$ cat src/rtl/systolic_seq.sv
// rtl/systolic_seq.sv - command sequencer driving the 2x2 systolic array over ibus
module systolic_seq #(
    parameter logic [15:0] ADR_FIFO  = 16'h0000,
    parameter logic [15:0] ADR_CNT   = 16'h0004,
    parameter logic [15:0] ADR_START = 16'h0005,
    parameter logic [15:0] ADR_STAT  = 16'h0006,
    parameter logic [15:0] ADR_RES   = 16'h0008,
    parameter logic [15:0] POLL_MAX  = 16'd1024
) (
    input  logic        clk,
    input  logic        rst_n,
    input  logic        cmd_valid,
    output logic        cmd_ready,
    input  logic [7:0]  cmd_len,
    input  logic [15:0] cmd_src,
    input  logic [15:0] cmd_dst,
    output logic        done,
    output logic        err,
    output logic        sat,
    output logic        mem_ren,
    output logic [15:0] mem_radr,
    input  logic [15:0] mem_rdata,
    output logic        mem_wen,
    output logic [15:0] mem_wadr,
    output logic [15:0] mem_wdata,
    output logic        ren,
    output logic [15:0] ibus_radr,
    input  logic [15:0] ibus_rdata,
    output logic        wen,
    output logic [15:0] ibus_wadr,
    output logic [15:0] ibus_wdata
);

    typedef enum logic [2:0] {
        S_IDLE, S_LOAD, S_CFG, S_START, S_POLL, S_DRAIN, S_DONE
    } state_t;

    state_t      state, state_nx;
    logic [7:0]  len_r;
    logic [15:0] dst_r;
    logic [15:0] rd_adr;
    logic [1:0]  q;
    logic [7:0]  j;
    logic        rd_done;
    logic        pend_valid;
    logic [1:0]  pend_q;
    logic [15:0] poll_cnt;
    logic        poll_phase;
    logic [2:0]  drain_idx;
    logic        sat_pend;
    logic        err_r, sat_r;

    assign err = err_r;
    assign sat = sat_r;

    always_comb begin
        state_nx   = state;
        cmd_ready  = 1'b0;
        done       = 1'b0;
        mem_ren    = 1'b0;
        mem_radr   = 16'h0000;
        mem_wen    = 1'b0;
        mem_wadr   = 16'h0000;
        mem_wdata  = 16'h0000;
        ren        = 1'b0;
        ibus_radr  = 16'h0000;
        wen        = 1'b0;
        ibus_wadr  = 16'h0000;
        ibus_wdata = 16'h0000;
        case (state)
            S_IDLE: begin
                cmd_ready = 1'b1;
                if (cmd_valid) state_nx = S_LOAD;
            end
            S_LOAD: begin
                if (!rd_done) begin
                    mem_ren  = 1'b1;
                    mem_radr = rd_adr;
                end
                // memory word returned for last cycle's read goes straight to its FIFO
                if (pend_valid) begin
                    wen        = 1'b1;
                    ibus_wadr  = ADR_FIFO + {14'd0, pend_q};
                    ibus_wdata = mem_rdata;
                end
                if (rd_done) state_nx = (len_r == 8'd0) ? S_DONE : S_CFG;
            end
            S_CFG: begin
                wen        = 1'b1;
                ibus_wadr  = ADR_CNT;
                ibus_wdata = {8'h00, len_r};
                state_nx   = S_START;
            end
            S_START: begin
                wen        = 1'b1;
                ibus_wadr  = ADR_START;
                ibus_wdata = 16'h0001;
                state_nx   = S_POLL;
            end
            S_POLL: begin
                if (!poll_phase) begin
                    ren       = 1'b1;
                    ibus_radr = ADR_STAT;
                end else if (ibus_rdata[0]) begin
                    state_nx = S_DRAIN;
                end else if (poll_cnt == POLL_MAX) begin
                    state_nx = S_DONE;
                end
            end
            S_DRAIN: begin
                if (drain_idx < 3'd4) begin
                    ren       = 1'b1;
                    ibus_radr = ADR_RES + {13'd0, drain_idx};
                end
                if (drain_idx != 3'd0) begin
                    mem_wen   = 1'b1;
                    mem_wadr  = dst_r + {13'd0, drain_idx} - 16'd1;
                    mem_wdata = ibus_rdata;
                end
                if (drain_idx == 3'd4) state_nx = S_DONE;
            end
            S_DONE: begin
                done     = 1'b1;
                state_nx = S_IDLE;
            end
            default: state_nx = S_IDLE;
        endcase
    end

    always_ff @(posedge clk or negedge rst_n) begin
        if (!rst_n) begin
            state      <= S_IDLE;
            len_r      <= 8'd0;
            dst_r      <= 16'h0000;
            rd_adr     <= 16'h0000;
            q          <= 2'd0;
            j          <= 8'd0;
            rd_done    <= 1'b0;
            pend_valid <= 1'b0;
            pend_q     <= 2'd0;
            poll_cnt   <= 16'd0;
            poll_phase <= 1'b0;
            drain_idx  <= 3'd0;
            sat_pend   <= 1'b0;
            err_r      <= 1'b0;
            sat_r      <= 1'b0;
        end else begin
            state <= state_nx;
            case (state)
                S_IDLE: begin
                    if (cmd_valid) begin
                        len_r      <= cmd_len;
                        dst_r      <= cmd_dst;
                        rd_adr     <= cmd_src;
                        q          <= 2'd0;
                        j          <= 8'd0;
                        // a zero-length command spends its single LOAD cycle idle
                        rd_done    <= (cmd_len == 8'd0);
                        pend_valid <= 1'b0;
                        poll_cnt   <= 16'd0;
                        poll_phase <= 1'b0;
                        drain_idx  <= 3'd0;
                        sat_pend   <= 1'b0;
                        err_r      <= 1'b0;
                        sat_r      <= 1'b0;
                    end
                end
                S_LOAD: begin
                    pend_valid <= !rd_done;
                    pend_q     <= q;
                    if (!rd_done) begin
                        rd_adr <= rd_adr + 16'd1;
                        if (j == len_r - 8'd1) begin
                            j <= 8'd0;
                            q <= q + 2'd1;
                            if (q == 2'd3) rd_done <= 1'b1;
                        end else begin
                            j <= j + 8'd1;
                        end
                    end
                end
                S_POLL: begin
                    poll_phase <= !poll_phase;
                    if (!poll_phase) poll_cnt <= poll_cnt + 16'd1;
                    else if (ibus_rdata[0]) sat_pend <= sat_pend | ibus_rdata[1];
                end
                S_DRAIN: drain_idx <= drain_idx + 3'd1;
                default: ;
            endcase
            // err/sat are published only on the edge that enters DONE
            if (state != S_DONE && state_nx == S_DONE) begin
                err_r <= (state != S_DRAIN);
                sat_r <= (state == S_DRAIN) ? sat_pend : 1'b0;
            end
        end
    end

endmodule

$ cat config.mk
export PLATFORM = sky130hd
export DESIGN_NAME = systolic_seq
export DESIGN_NICKNAME = d
export VERILOG_FILES = /design/src/rtl/systolic_seq.sv
export SDC_FILE = /design/constraint.sdc
export NUM_CORES = 1
export LEC_CHECK = 0
export CAP_MARGIN = 20
export CORE_ASPECT_RATIO = 1.4
export CORE_MARGIN = 2
export CORE_UTILIZATION = 36
export DETAILED_ROUTE_END_ITERATION = 16
export GPL_TIMING_DRIVEN = 0
export PLACE_DENSITY_LB_ADDON = 0.05
export SETUP_SLACK_MARGIN = 0.1
export SLEW_MARGIN = 25
export SYNTH_ARGS = -nofsm -noshare
export SYNTH_HDL_FRONTEND = slang
export SYNTH_SLANG_ARGS = --single-unit
$ cat constraint.sdc
create_clock -name clk -period 2.79 [get_ports clk]
set_clock_uncertainty 0.15 [all_clocks]
set_input_delay 0.279 -clock clk [delete_from_list [all_inputs] [get_ports clk]]
set_output_delay 0.279 -clock clk [all_outputs]
set_load 0.02 [all_outputs]
==> results.md <==
- Status: finished with violations
- Failing checks: negative setup slack
- Required @ worst endpoint: 2.36 ns
- Post-Route WL: 17800 um
- Fillers: 1491
- DRC: 0
- Cell Area, Synth: 5560 sq um
- LEAKAGE: 3.94 nW
- Fmax: 310 MHz
- Crit path max fanout: 2
- Max-slew violations: 0
- Antenna Nets Post-Route: 0
- Skew-Pair Late Insertion Delay: 0.35 ns
- Layout overhead on the synthesized area: 46.3%
- Worst hold path type: in2async
- Setup ws final: -0.431 ns
- VDD IR max: 0.456 mV
- Initial Util: 0.369
- First-pass GRT wire length: 27900 um
- Worst setup SP type: flip-flop
- I/O pin count: 179
- CTS tree: built
- Clock H-tree levels: 3
- # setup viols final: 10
- Reg area: 2010 sq um
- HPWL Detailed: 13100 um
- RSZ-0062 raised after global routing: yes
- Sequential share of the synthesized area: 0.360
- Asr flop ratio synth: 1.00
- Crit path kind: reg2out
- Die width: 109 um
- Row cnt: 53
- Primary FF master, synth: dfrtp_1
- Post-synth EDFFs: 0
- RD Place Congestion: 0.904
- ANT cells: 0
- Critical path capture point type: primary output
- Tightest Pin Transition: 0.737 ns
- Final period util: 1.15
- Drt pass-1 iters: 4
- Largest net degree at the start of global routing: 60
- Global Route Usage Sum: 0.217
- Core footprint: 15100 sq um
- Clock Tree Buf Depth: 2
- Post-Place Setup Slack: -0.838 ns
- Number of DRC markers in iteration 0: 265
- Layout cell share with drive strength beyond 1: 0.212
- Area of the multi-input gates: 3440 sq um
- Yosys warning count: 0
- CP max stage cell: dfrtp_1
- Drt via density: 5.12
- Nets@finish: 1011
- Port-buffer cells: 153
- Final min period: 3.22 ns
- Vias after detailed routing: 5672
- Die area: 16500 sq um
- Num CTS Buffers: 9
- Routed WL per cell: 16.1 um
- Mean post-synth cell area: 8.03 sq um
- Critical path cell sequence: inv_2, ha_4, inv_2, ha_4, fa_2, a21o_1, a21oi_2, o21ai_2, and2_4, a211oi_4, mux2i_2, buf_4
- Grt total ovfl: 0
- Final core utilization: 0.540
- Die Ht: 151 um
- Critical path buffers and inverters: 3
- Synth unique cells: 55
- Syn Inst Count: 692
- CP top delay family: adder cells
- Pwr per Cell Area: 1030 nW/um^2
- CP max stage delay: 0.36 ns
- Initial antenna violation count: 0
- Arrival @ worst endpoint: 2.79 ns
- Flops & latches, synth: 80
- CTS clk-pin slew, worst paths: 0.06 ns
- CTS root buffer: clkbuf_16
- Clock sinks: 80
- Final Hold Vio Count: 0
- MaxCap Viol Count: 0
- Vias in the first global route: 5692
- Slew headroom: 0.506
==> through the flow <==
| step | std cells | instance area (sq um) | TNS, ns | power, W | hold slack, ns |
|---|---|---|---|---|---|
| detailed placement | 1062 | 7490 | -24.85 | 0.00648 | 0.00112 |
| CTS | 1096 | 8040 | -2.83 | 0.00820 | 0.191 |
| floorplan | 716 | 5690 | -0.0812 | 0.00505 | -0.167 |
| finish | 1107 | 8130 | -2.81 | 0.00834 | 0.194 |
| global placement | 1061 | 7460 | -164.81 | 0.00639 | 0.322 |
| global route | 1107 | 8130 | -3.97 | 0.00901 | 0.226 |
==> cells in the mapped netlist (7+ instances only) <==
cell type | count | area share
ha_1 | 25 | 0.056
nor2_1 | 56 | 0.038
inv_1 | 41 | 0.028
nor3_1 | 18 | 0.016
a21oi_1 | 31 | 0.028
or3_1 | 7 | 0.0079
nand3_1 | 23 | 0.021
o21ai_0 | 58 | 0.052
a22o_1 | 8 | 0.013
nand2_1 | 98 | 0.066
xnor2_1 | 20 | 0.032
xor2_1 | 17 | 0.027
buf_4 | 25 | 0.034
a21o_1 | 9 | 0.012
dfrtp_1 | 80 | 0.36
o22ai_1 | 7 | 0.0079
and3_1 | 21 | 0.024
clkbuf_1 | 29 | 0.020
and2_1 | 34 | 0.038
==> per-layer routing <==
layer	GRT usage	vias up	routed length, um
li1	-	2761	-
met1	0.243	2727	7070
met2	0.405	168	9370
met3	0.0456	16	1060
met4	0.0673	0	335
met5	0	-	0
==> where the power goes <==
group | leakage, nW | internal (W) | switching (W)
clock | 0.138 | 0.000689 | 0.000496
combinational | 2.78 | 0.00225 | 0.00299
sequential | 1.02 | 0.00156 | 0.000364
==> flip-flops by register name, summed over array words and instances (netlist names) <==
signal and cells:
dst_r 16, sat 1, rd_done 1, poll_phase 1
drain_idx 3, state 3, err 1, rd_adr 16
q 2, len_r 8, j 8, sat_pend 1
pend_valid 1, poll_cnt 16, pend_q 2
==> placed cells by master, fill, tap and decap left out, types with 16 or more instances in the layout <==
cell type,instances
nand2_1,96
clkdlybuf4s50_1,78
dfrtp_1,76
buf_4,59
o21ai_0,54
nor2_1,52
inv_1,34
and2_1,33
a21oi_1,28
clkbuf_2,27
conb_1,25
nand3_1,23
and3_1,21
ha_1,21
xnor2_1,19
xor2_1,17
buf_2,16
==> what timing repair did <==
item | in CTS | in global routing
setup buffers | 17 | 11
hold buffers | 1 | 0
endpoints found under the hold margin | 80 | 0
cloned | 0 | 0
endpoints found under the setup margin | 83 | 87
pin swaps | 25 | 19
gates resized for setup | 219 | 85
==> cell type report <==
class                      instances  area share
tap                              192      0.0295
buffer                            59      0.0449
multi-input combinational        536       0.423
sequential                        80       0.247
clock buffer                      10      0.0282
clock inverter                     6     0.00739
timing repair buffer             183       0.201
inverter                          41      0.0192
==> cells by family after synthesis <==
kind of cell    Yosys count  synth area share
simple gates            294             0.259
compound gates          149             0.168
buf+inv                 100            0.0844
flops                    80             0.360
xor+xnor                 37            0.0583
fa+ha+maj                26            0.0599
mux                       5           0.00901
other cells               1          0.000675
==> worst paths after layout <==
check	cells past startpoint	endpoint	slack [ns]	startpoint
worst min-delay path	2	poll_cnt[5]$_DFFE_PN0P_	0.19	rst_n
max in group asynchronous	3	j[0]$_DFFE_PN0P_	1.71	rst_n
worst min register to register	1	rd_adr[13]$_DFFE_PN0P_	0.34	rd_adr[13]$_DFFE_PN0P_
worst max register to register	7	j[4]$_DFFE_PN0P_	0.06	len_r[2]$_DFFE_PN0P_
min in group clk	1	rd_adr[13]$_DFFE_PN0P_	0.34	rd_adr[13]$_DFFE_PN0P_
worst max-delay path	12	mem_wadr[15]	-0.43	drain_idx[1]$_DFFE_PN0P_
(Power assumes the default switching activity.)
